$ cat src/rtl/projectile_ctl_if.sv
// rtl/projectile_ctl_if.sv - control and position bundle between the throw controller and its user
// The master drives the throw request; the slave (controller) returns position and events.
interface projectile_ctl_if #(
  parameter int POS_W = 12
);
  logic                    enable;
  logic [9:0]              throw_force;
  logic [6:0]              wind;
  logic signed [POS_W-1:0] x_pos;
  logic signed [POS_W-1:0] y_pos;
  logic                    busy;
  logic                    hit_target;
  logic                    hit_wall;
  logic                    landed;

  modport master (
    output enable, throw_force, wind,
    input  x_pos, y_pos, busy, hit_target, hit_wall, landed
  );

  modport slave (
    input  enable, throw_force, wind,
    output x_pos, y_pos, busy, hit_target, hit_wall, landed
  );
endinterface

$ cat src/rtl/projectile_ctl.sv
// rtl/projectile_ctl.sv - ballistic throw controller with rise/fall phases, wind, wall and target box
// Positions advance once per physics tick; all event pulses are registered one-cycle strobes.
module projectile_ctl #(
  parameter int POS_W     = 12,
  parameter int START_X   = 884,
  parameter int START_Y   = 350,
  parameter int DIR       = -1,
  parameter int V0        = 27,
  parameter int GRAVITY   = 1,
  parameter int FORCE_PCT = 18,
  parameter int TICK_DIV  = 1300000,
  parameter int GROUND_Y  = 243,
  parameter int WALL_XL   = 234,
  parameter int WALL_XR   = 278,
  parameter int WALL_TOP  = 527,
  parameter int MARGIN    = 15,
  parameter int TGT_XL    = 867,
  parameter int TGT_XR    = 1024,
  parameter int TGT_YB    = 243,
  parameter int TGT_YT    = 341
) (
  input  logic             clk,
  input  logic             rst_n,
  projectile_ctl_if.slave  bus
);

  localparam int CNT_W   = (TICK_DIV > 2) ? $clog2(TICK_DIV) : 1;
  localparam int POS_MAX = (1 <<< (POS_W - 1)) - 1;
  localparam int POS_MIN = -(1 <<< (POS_W - 1));
  localparam logic signed [POS_W-1:0] START_XP = POS_W'(START_X);
  localparam logic signed [POS_W-1:0] START_YP = POS_W'(START_Y);

  typedef enum logic [1:0] {S_IDLE, S_RISE, S_FALL, S_END} state_t;

  state_t                  state_q, state_d;
  logic [CNT_W-1:0]        cnt_q;
  logic                    tick;
  logic [15:0]             t_q, t_d, t_inc;
  logic                    en_q;
  logic [9:0]              force_q, force_d;
  logic [6:0]              wind_q, wind_d;
  logic signed [POS_W-1:0] x_q, x_d, y_q, y_d, xf_q, xf_d, yf_q, yf_d;
  logic                    hit_target_q, hit_target_d;
  logic                    hit_wall_q, hit_wall_d;
  logic                    landed_q, landed_d;
  logic                    tgt_done_q, tgt_done_d;

  int ti, vx, f, w, drop, x_cur, y_cur, nx, ny;
  logic move;

  function automatic logic signed [POS_W-1:0] sat(input int v);
    if (v > POS_MAX)      sat = POS_W'(POS_MAX);
    else if (v < POS_MIN) sat = POS_W'(POS_MIN);
    else                  sat = POS_W'(v);
  endfunction

  function automatic logic in_band(input int x);
    in_band = (x >= WALL_XL - MARGIN) && (x <= WALL_XR + MARGIN);
  endfunction

  function automatic logic in_box(input int x, input int y);
    in_box = (x >= TGT_XL) && (x <= TGT_XR) && (y >= TGT_YB) && (y <= TGT_YT);
  endfunction

  assign tick  = (cnt_q == CNT_W'(TICK_DIV - 1));
  assign t_inc = (t_q == 16'hFFFF) ? t_q : t_q + 16'd1;

  always_comb begin
    state_d      = state_q;
    t_d          = t_q;
    force_d      = force_q;
    wind_d       = wind_q;
    x_d          = x_q;
    y_d          = y_q;
    xf_d         = xf_q;
    yf_d         = yf_q;
    hit_target_d = 1'b0;
    hit_wall_d   = 1'b0;
    landed_d     = 1'b0;
    tgt_done_d   = tgt_done_q;
    move         = 1'b0;
    nx           = 0;
    ny           = 0;

    ti    = int'({16'd0, t_inc});
    f     = int'({22'd0, force_q});
    w     = int'({25'd0, wind_q});
    vx    = DIR * ((f * FORCE_PCT) / 100) + ((w - 50) * f) / 50;
    drop  = (GRAVITY * ti * ti) / 2;
    x_cur = int'(x_q);
    y_cur = int'(y_q);

    case (state_q)
      S_IDLE: begin
        x_d = START_XP;
        y_d = START_YP;
        if (bus.enable && !en_q) begin
          state_d    = S_RISE;
          t_d        = '0;
          force_d    = bus.throw_force;
          wind_d     = (bus.wind > 7'd100) ? 7'd100 : bus.wind;
          tgt_done_d = 1'b0;
        end
      end
      S_RISE: if (tick) begin
        t_d = t_inc;
        // Apex reached: freeze the last risen point as the origin of the fall.
        if (V0 - GRAVITY * ti <= 0) begin
          state_d = S_FALL;
          t_d     = '0;
          xf_d    = x_q;
          yf_d    = y_q;
        end else begin
          move = 1'b1;
          nx   = START_X + vx * ti;
          ny   = START_Y + V0 * ti - drop;
        end
      end
      S_FALL: if (tick) begin
        t_d  = t_inc;
        move = 1'b1;
        ny   = int'(yf_q) - drop;
        // Below the wall top and inside its band the projectile slides down the wall face.
        nx   = (in_band(x_cur) && ny < WALL_TOP) ? x_cur : int'(xf_q) + vx * ti;
        if (in_band(nx) && ny >= WALL_TOP - MARGIN && ny <= WALL_TOP) begin
          hit_wall_d = 1'b1;
          state_d    = S_END;
        end else if (ny <= GROUND_Y) begin
          ny       = GROUND_Y;
          landed_d = 1'b1;
          state_d  = S_END;
        end
      end
      S_END: begin
        x_d = START_XP;
        y_d = START_YP;
        if (!bus.enable) state_d = S_IDLE;
      end
      default: state_d = S_IDLE;
    endcase

    if (move) begin
      x_d = sat(nx);
      y_d = sat(ny);
      if (in_box(int'(x_d), int'(y_d)) && !in_box(x_cur, y_cur) && !tgt_done_q) begin
        hit_target_d = 1'b1;
        tgt_done_d   = 1'b1;
      end
    end
  end

  always_ff @(posedge clk or negedge rst_n) begin
    if (!rst_n) begin
      state_q      <= S_IDLE;
      cnt_q        <= '0;
      t_q          <= '0;
      en_q         <= 1'b0;
      force_q      <= '0;
      wind_q       <= '0;
      x_q          <= START_XP;
      y_q          <= START_YP;
      xf_q         <= START_XP;
      yf_q         <= START_YP;
      hit_target_q <= 1'b0;
      hit_wall_q   <= 1'b0;
      landed_q     <= 1'b0;
      tgt_done_q   <= 1'b0;
    end else begin
      state_q      <= state_d;
      cnt_q        <= tick ? '0 : cnt_q + 1'b1;
      t_q          <= t_d;
      en_q         <= bus.enable;
      force_q      <= force_d;
      wind_q       <= wind_d;
      x_q          <= x_d;
      y_q          <= y_d;
      xf_q         <= xf_d;
      yf_q         <= yf_d;
      hit_target_q <= hit_target_d;
      hit_wall_q   <= hit_wall_d;
      landed_q     <= landed_d;
      tgt_done_q   <= tgt_done_d;
    end
  end

  assign bus.x_pos      = x_q;
  assign bus.y_pos      = y_q;
  assign bus.busy       = (state_q == S_RISE) || (state_q == S_FALL);
  assign bus.hit_target = hit_target_q;
  assign bus.hit_wall   = hit_wall_q;
  assign bus.landed     = landed_q;

endmodule
$ cat src/flat_wrapper.sv
// flat-port wrapper written by rule: the top's interface ports become plain ports
module projectile_ctl_flat 
#(
  parameter int POS_W     = 12,
  parameter int START_X   = 884,
  parameter int START_Y   = 350,
  parameter int DIR       = -1,
  parameter int V0        = 27,
  parameter int GRAVITY   = 1,
  parameter int FORCE_PCT = 18,
  parameter int TICK_DIV  = 1300000,
  parameter int GROUND_Y  = 243,
  parameter int WALL_XL   = 234,
  parameter int WALL_XR   = 278,
  parameter int WALL_TOP  = 527,
  parameter int MARGIN    = 15,
  parameter int TGT_XL    = 867,
  parameter int TGT_XR    = 1024,
  parameter int TGT_YB    = 243,
  parameter int TGT_YT    = 341
)
  (clk, rst_n, bus_enable, bus_throw_force, bus_wind, bus_x_pos, bus_y_pos, bus_busy, bus_hit_target, bus_hit_wall, bus_landed);
  projectile_ctl_if #(.POS_W(POS_W)) bus_i ();
  input  logic clk;
  input  logic rst_n;
  input wire logic [$bits(bus_i.enable)-1:0] bus_enable;
  input wire logic [$bits(bus_i.throw_force)-1:0] bus_throw_force;
  input wire logic [$bits(bus_i.wind)-1:0] bus_wind;
  output wire logic [$bits(bus_i.x_pos)-1:0] bus_x_pos;
  output wire logic [$bits(bus_i.y_pos)-1:0] bus_y_pos;
  output wire logic [$bits(bus_i.busy)-1:0] bus_busy;
  output wire logic [$bits(bus_i.hit_target)-1:0] bus_hit_target;
  output wire logic [$bits(bus_i.hit_wall)-1:0] bus_hit_wall;
  output wire logic [$bits(bus_i.landed)-1:0] bus_landed;
  assign bus_i.enable = bus_enable;
  assign bus_i.throw_force = bus_throw_force;
  assign bus_i.wind = bus_wind;
  assign bus_x_pos = bus_i.x_pos;
  assign bus_y_pos = bus_i.y_pos;
  assign bus_busy = bus_i.busy;
  assign bus_hit_target = bus_i.hit_target;
  assign bus_hit_wall = bus_i.hit_wall;
  assign bus_landed = bus_i.landed;
  projectile_ctl #(.POS_W(POS_W), .START_X(START_X), .START_Y(START_Y), .DIR(DIR), .V0(V0), .GRAVITY(GRAVITY), .FORCE_PCT(FORCE_PCT), .TICK_DIV(TICK_DIV), .GROUND_Y(GROUND_Y), .WALL_XL(WALL_XL), .WALL_XR(WALL_XR), .WALL_TOP(WALL_TOP), .MARGIN(MARGIN), .TGT_XL(TGT_XL), .TGT_XR(TGT_XR), .TGT_YB(TGT_YB), .TGT_YT(TGT_YT)) u_core (.clk(clk), .rst_n(rst_n), .bus(bus_i));
endmodule
$ cat config.mk
export PLATFORM = sky130hd
export DESIGN_NAME = projectile_ctl_flat
export DESIGN_NICKNAME = d
export VERILOG_FILES = /design/src/rtl/projectile_ctl_if.sv /design/src/rtl/projectile_ctl.sv /design/src/flat_wrapper.sv
export SDC_FILE = /design/constraint.sdc
export NUM_CORES = 2
export LEC_CHECK = 0
export CAP_MARGIN = 20
export CELL_PAD_IN_SITES_DETAIL_PLACEMENT = 0
export CELL_PAD_IN_SITES_GLOBAL_PLACEMENT = 1
export CORE_AREA = 3 3 286 288
export DETAILED_ROUTE_END_ITERATION = 10
export DIE_AREA = 0 0 289 291
export GPL_TIMING_DRIVEN = 0
export PLACE_DENSITY = 0.88
export REMOVE_ABC_BUFFERS = 1
export SYNTH_ARGS = -nofsm -noshare
export SYNTH_HDL_FRONTEND = slang
export SYNTH_SLANG_ARGS = --single-unit
$ cat constraint.sdc
create_clock -name clk -period 35.1 [get_ports clk]
set_input_delay 5.265 -clock clk [delete_from_list [all_inputs] [get_ports clk]]
set_output_delay 5.265 -clock clk [all_outputs]
set_load 0.01 [all_outputs]
---- Word-level counts from Yosys, hierarchy flattened ----
Index checks and enable logic that the tools add are counted.
cells by class
  $mul .................................... 5
  $lt $le $gt $ge ......................... 22
  divide/modulo/power cells ............... 2
  multiplexer cells ....................... 54
  reductions and logical operators ........ 26
  bitwise gates (word level) .............. 1
  add/subtract/negate cells ............... 12
  equal/unequal tests ..................... 11
  shift operators ......................... 0
operators by type and width
  kind                      count
  $mux W32                  9
  $pmux W32 S2              2
  $mux W12                  10
  $mux W16                  5
  $gt A32 B12 Y1 const B    2
  $lt A32 B12 Y1 const B    2
  $pmux W16 S3              1
  $ge A12 B9 Y1 const B     3
  $le A12 B10 Y1 const B    3
  $add A10 B32 Y32 const A  1
  $add A11 B32 Y32 const A  1
  $add A12 B32 Y32          1
  $add A32 B1 Y32           1
  $add A32 B32 Y32          1
  $div A32 B7 Y32 const B   1
  $div A32 B8 Y32 const B   1
  $ge A32 B11 Y1 const B    1
  $ge A32 B9 Y1 const B     1
  $le A32 B1 Y1 const B     1
  $le A32 B10 Y1 const B    1
  $le A32 B11 Y1 const B    1
  $le A32 B9 Y1 const B     1
  $lt A32 B11 Y1 const B    1
  $mul A16 B16 Y32          1
  other kinds (39)          81
word-level totals
  bits in writable memories ............... 0
  logic and storage cells ................. 147
  input bits .............................. 20
  latch bits .............................. 0
  bits in read-only memories .............. 0
  flip-flop bits (word level) ............. 109
  memories kept ........................... 0
  output and inout port bits .............. 28

---- Longest topological paths before layout ----
  depth in word-level cells ............... 27
  gate-level depth with buffers ........... 129

---- Worst setup path after synthesis ----
Ideal clock, no wire load.
  path kind ............................... register to register
  start ................................... reg u_core.wind_q[1]
  end ..................................... reg u_core.x_q[2], in the netlist u_core.bus.x_pos[2]
  stages on the path, launching flop included .. 122
  data arrival time ....................... 26907 ps
  path slack .............................. 8114 ps
  buffers on the path ..................... 6
  period minus slack after synthesis ...... 26986 ps
  path through ............................ dfrtp_1 -> clkbuf_1 -> inv_1 -> ha_1 -> nand2b_1 -> a31o_2 -> clkbuf_1 -> clkinv_1 -> nand2b_1 -> fa_1 -> fa_1 -> inv_1 -> fa_1 -> inv_1 -> fa_1 -> inv_1 -> ha_1 -> o211ai_1 -> (+86 left out) -> a21o_1 -> a21o_1 -> a21o_1 -> a21o_1 -> a21oi_1 -> nor2b_1 -> o21ai_0 -> nand2b_1 -> xor2_1 -> a22oi_1 -> nand2_1 -> or4_1 -> nor4_1 -> nand2b_1 -> a221oi_2 -> or2_1 -> buf_4 -> o22a_1
on the way
  word-level cells in the longest chain between the ends .. 14
ends and longest elaborated chain
  item                                                         line                                          source
  start, declared                                              projectile_ctl.sv:41                          logic [6:0] wind_q, wind_d;
  start signal, assigned                                       projectile_ctl.sv:174                         wind_q <= wind_d;
  $sub A7 B6 Y8 *                                              projectile_ctl.sv:88                          vx = DIR * ((f * FORCE_PCT) / 100) + ((w - 50) * f) / 50;
  $mul A32 B11 Y32 *                                           projectile_ctl.sv:88
  $div A32 B7 Y32 *                                            projectile_ctl.sv:88
  $add A32 B32 Y32 *                                           projectile_ctl.sv:88
  $mul A32 B17 Y32 *                                           projectile_ctl.sv:115, projectile_ctl.sv:124
  $add A12 B32 Y32 / $add A11 B32 Y32 (equally long branches)  projectile_ctl.sv:124, projectile_ctl.sv:115
  $mux W32 (on tied branches)                                  projectile_ctl.sv:124, projectile_ctl.sv:108
  $mux W32 (on tied branches)                                  projectile_ctl.sv:119, projectile_ctl.sv:105
  $pmux W32 S2 *                                               projectile_ctl.sv:93                          case (state_q)
  $lt A32 B12 Y1                                               projectile_ctl.sv:53                          else if (v < POS_MIN) sat = POS_W'(POS_MIN);
  $mux W12                                                     projectile_ctl.sv:53
  $mux W12 *                                                   projectile_ctl.sv:52                          if (v > POS_MAX) sat = POS_W'(POS_MAX);
  $mux W12 * (2 in series)                                     projectile_ctl.sv:142                         if (move) begin
  end signal, assigned                                         projectile_ctl.sv:160                         x_q <= START_XP;
  end signal, assigned                                         projectile_ctl.sv:175                         x_q <= x_d;
  end, declared                                                projectile_ctl.sv:42                          logic signed [POS_W-1:0] x_q, x_d, y_q, y_d, xf_q, xf_d, yf_q, yf_d;
Every way passes the cells marked *; elsewhere a longest branch is shown, timed or not. The select of a mux whose other input is x is not followed.
A chain may end at the register's enable or synchronous reset.

---- Worst setup path in the final report ----
Same ends and word-level chain as after synthesis.

==> flow_metrics.tcl <==
set metrics [dict create \
    status "finished, final reports clean" \
    drive_above_1_share_pct 5.22 \
    dp.cells 5872 \
    postCtsResizedCells 0 \
    gr-total-overflow 0 \
    finalWorstSetupSlack_ns 2.64 \
    crit_arrival_ns 32.79 \
    path_common_cell "a21o_1" \
    min_period_ns 32.46 \
    die_area_sq_mm 0.0841 \
    fin_tns_setup_ns 0 \
    timing_hold_violations_final 0 \
    crit_family "compound AO/OA/AOI/OAI gates" \
    ys.flop_type "dfrtp_1" \
    relSlewSlack_pct 19.9 \
    setup_viol 0 \
    cts_hold_buf 0 \
    post_cts_buffers 0 \
    stdcell_count 5897 \
    cts_root_buf "clkbuf_16" \
    ant_nets 0 \
    fin_nets 5841 \
    ys_ff_latch 109 \
    fp-row-count 103 \
    critPathBufInv 10 \
    globalplace.congestion 0.908 \
    synth_area_sq_mm 0.0403 \
    vias_per_cell 5.66 \
    grt_pass1_wl_mm 175 \
    timing.fmax_ghz 0.0308 \
    htreeDepth 3 \
    ir_drop_uv 23.0 \
    fin_crit_sh_pct 92.5 \
    cts_buffer_depth 2 \
    worstSkewPairLatency_ns 0.40 \
    regArea_sq_mm 0.00276 \
    detail_route.wl_per_cell_um 18.0 \
    tritoncts "built" \
    die_w_um 289 \
    start_util_pct 50.9 \
    crit_slowest_cell "o31ai_1" \
    worst_hold_slack_ns 0.484 \
    slowest_delay_ns 0.76 \
    fillerInstances 7520 \
    num_vias 33300 \
    grt_max_degree 59 \
    synthArstFlopShare_pct 100 \
    final_util_pct 53.8 \
    slew_violations 0 \
    grt_usage_pct 25.6 \
    skew_ns 0.0219 \
    crit_required_ns 35.44 \
    area_delta_synth_final_pct 5.69 \
    antenna_found_initial 0 \
    die-height_um 291 \
    wl_mm 106 \
    p_leak_nw 20.6 \
    worstMarginPinSlew_ns 1.19 \
    rsz0062_at_grt "false" \
    start_kind "register" \
    grt_pass1_vias 33800 \
    pre_cts_slack_ns 1.97 \
    cts_made_buffers 9 \
    avgSynthCellArea_sq_um 8.25 \
    path_clk_slew_ns 0.10 \
    core-area_sq_mm 0.0791 \
    max_cap_violations 0 \
    ios 48 \
    firstDrtPassIters 6 \
    yosysUniqueCellTypes 130 \
    syn_inst 4886 \
    min-delay-path-class "register to register" \
    multi_input_area_sq_mm 0.0338 \
    synth-seq-area-share_pct 6.84 \
    portBuffers 47 \
    worst-path-max-fanout 18 \
    powerDensity_mw_per_mm2 5.78 \
    dpl.hpwl_mm 86.1 \
    worst-setup-path-type "register to register" \
    end_kind "register" \
    yosys_warnings 0 \
    drt_iter0_drc 2029 \
    synth_edf_count 0 \
    drc 0 \
    numClockSinks 109 \
]
final timing paths:
check | depth (start not counted) | slack (ns) | startpoint | endpoint
worst max-delay path | 115 | 2.64 | u_core.wind_q[1] | u_core.bus.x_pos[2]
worst min-delay path | 1 | 0.48 | u_core.cnt_q[4] | u_core.cnt_q[4]
worst max register to register | 115 | 2.64 | u_core.wind_q[1] | u_core.bus.x_pos[2]
worst min register to register | 1 | 0.48 | u_core.cnt_q[4] | u_core.cnt_q[4]
max in group asynchronous | 2 | 29.55 | rst_n | u_core.bus.x_pos[6]
min in group asynchronous | 1 | 4.80 | rst_n | u_core.cnt_q[19]
kinds of logic after synthesis:
group	synth area share [%]
DFF	6.84
muxes	2.15
and+or+nand+nor	16.2
xor gates and xnor gates	8.29
adders and majority gates	40.8
AOI/OAI and AO/OA	16.1
buffers and inverters	9.59
routing by layer:
layer | routed length [um] | GRT usage [%] | vias to the layer above
met1 | 45800 | 34.0 | 16400
met3 | 5690 | 2.60 | 166
li1 | - | - | 15900
met4 | 2650 | 5.80 | 0
met2 | 51800 | 45.1 | 919
met5 | 0 | 0 | -
layout make-up:
cell class                      instances  area share (%)
Multi-Input combinational cell       3757            79.4
Inverter                              878            7.74
Sequential cell                       109            6.47
Tap cell                             1050            3.08
Timing Repair Buffer                   86            2.57
Clock buffer                            9           0.529
Clock inverter                          7           0.214
Antenna cell                            1         0.00587
layout by cell type, fill, tap and decap left out, types with 24 or more instances in the layout:
cell	count
inv_1	868
fa_1	547
nand2_1	462
ha_1	433
nor2_1	432
xnor2_1	252
a21oi_1	230
o21ai_0	128
xor2_1	104
a21o_1	89
dfrtp_1	85
o21bai_1	83
and2_1	76
nand3_1	74
nand2b_1	61
nor3_1	56
nor2b_1	53
clkdlybuf4s50_1	46
mux2_2	44
a31oi_1	30
o31ai_1	29
and3_1	28
nand4_1	28
a211oi_1	27
nor4_1	24
mux2i_1	24
dfstp_2	24
report_power, final:
part	switching (W)	leakage, nW	internal, W
Sequential	0.0000000190	1.41	0.000126
Combinational	0.00000318	19.1	0.00000230
Clock	0.0000630	0.152	0.0000520
Total	0.0000662	20.6	0.000180
synthesized netlist by cell type, drive strengths merged (10+ instances only):
master	number	share of area [%]
inv	873	8.1
fa	547	27
nand2	466	4.4
nor2	436	4.1
ha	433	13
xnor2	259	5.7
a21oi	242	3.2
o21ai	158	2.0
clkbuf	114	1.1
xor2	110	2.4
a21o	89	1.7
dfrtp	85	5.3
o21bai	83	1.5
and2	76	1.2
nand3	75	0.94
nand2b	61	0.95
nor3	56	0.70
nor2b	53	0.82
mux2	47	1.3
a211oi	37	0.83
o31ai	33	0.71
a31oi	31	0.52
nor4	31	0.63
and3	29	0.45
mux2i	29	0.83
buf	28	0.35
nand4	28	0.43
a22oi	24	0.46
dfstp	24	1.6
o22ai	24	0.39
or2	20	0.32
a211o	18	0.40
or3	17	0.28
o21a	16	0.30
o211ai	15	0.29
or4	13	0.25
a2111oi	12	0.38
o22a	12	0.26
a31o	10	0.22
nor3b	10	0.19
o211a	10	0.25
o311ai	10	0.22
state kept, by name, summed over array words and instances, names as in the netlist:
| register | flops |
|---|---|
| u_core.tgt_done_q | 1 |
| u_core.xf_q | 12 |
| u_core.wind_q | 7 |
| u_core.bus.y_pos | 12 |
| u_core.yf_q | 12 |
| u_core.bus.hit_target | 1 |
| u_core.bus.hit_wall | 1 |
| u_core.en_q | 1 |
| u_core.t_q | 16 |
| u_core.bus.x_pos | 12 |
| u_core.cnt_q | 21 |
| u_core.bus.landed | 1 |
| u_core.state_q | 2 |
| u_core.force_q | 10 |
per-stage QoR:
stage / total power, W / area [sq um]
floorplan: 0.000128 / 39700
global placement: 0.000133 / 41500
detailed placement: 0.000134 / 42200
CTS: 0.000248 / 42500
global route: 0.000254 / 42600
finish: 0.000246 / 42600
Power figures use the tool's default switching activity.
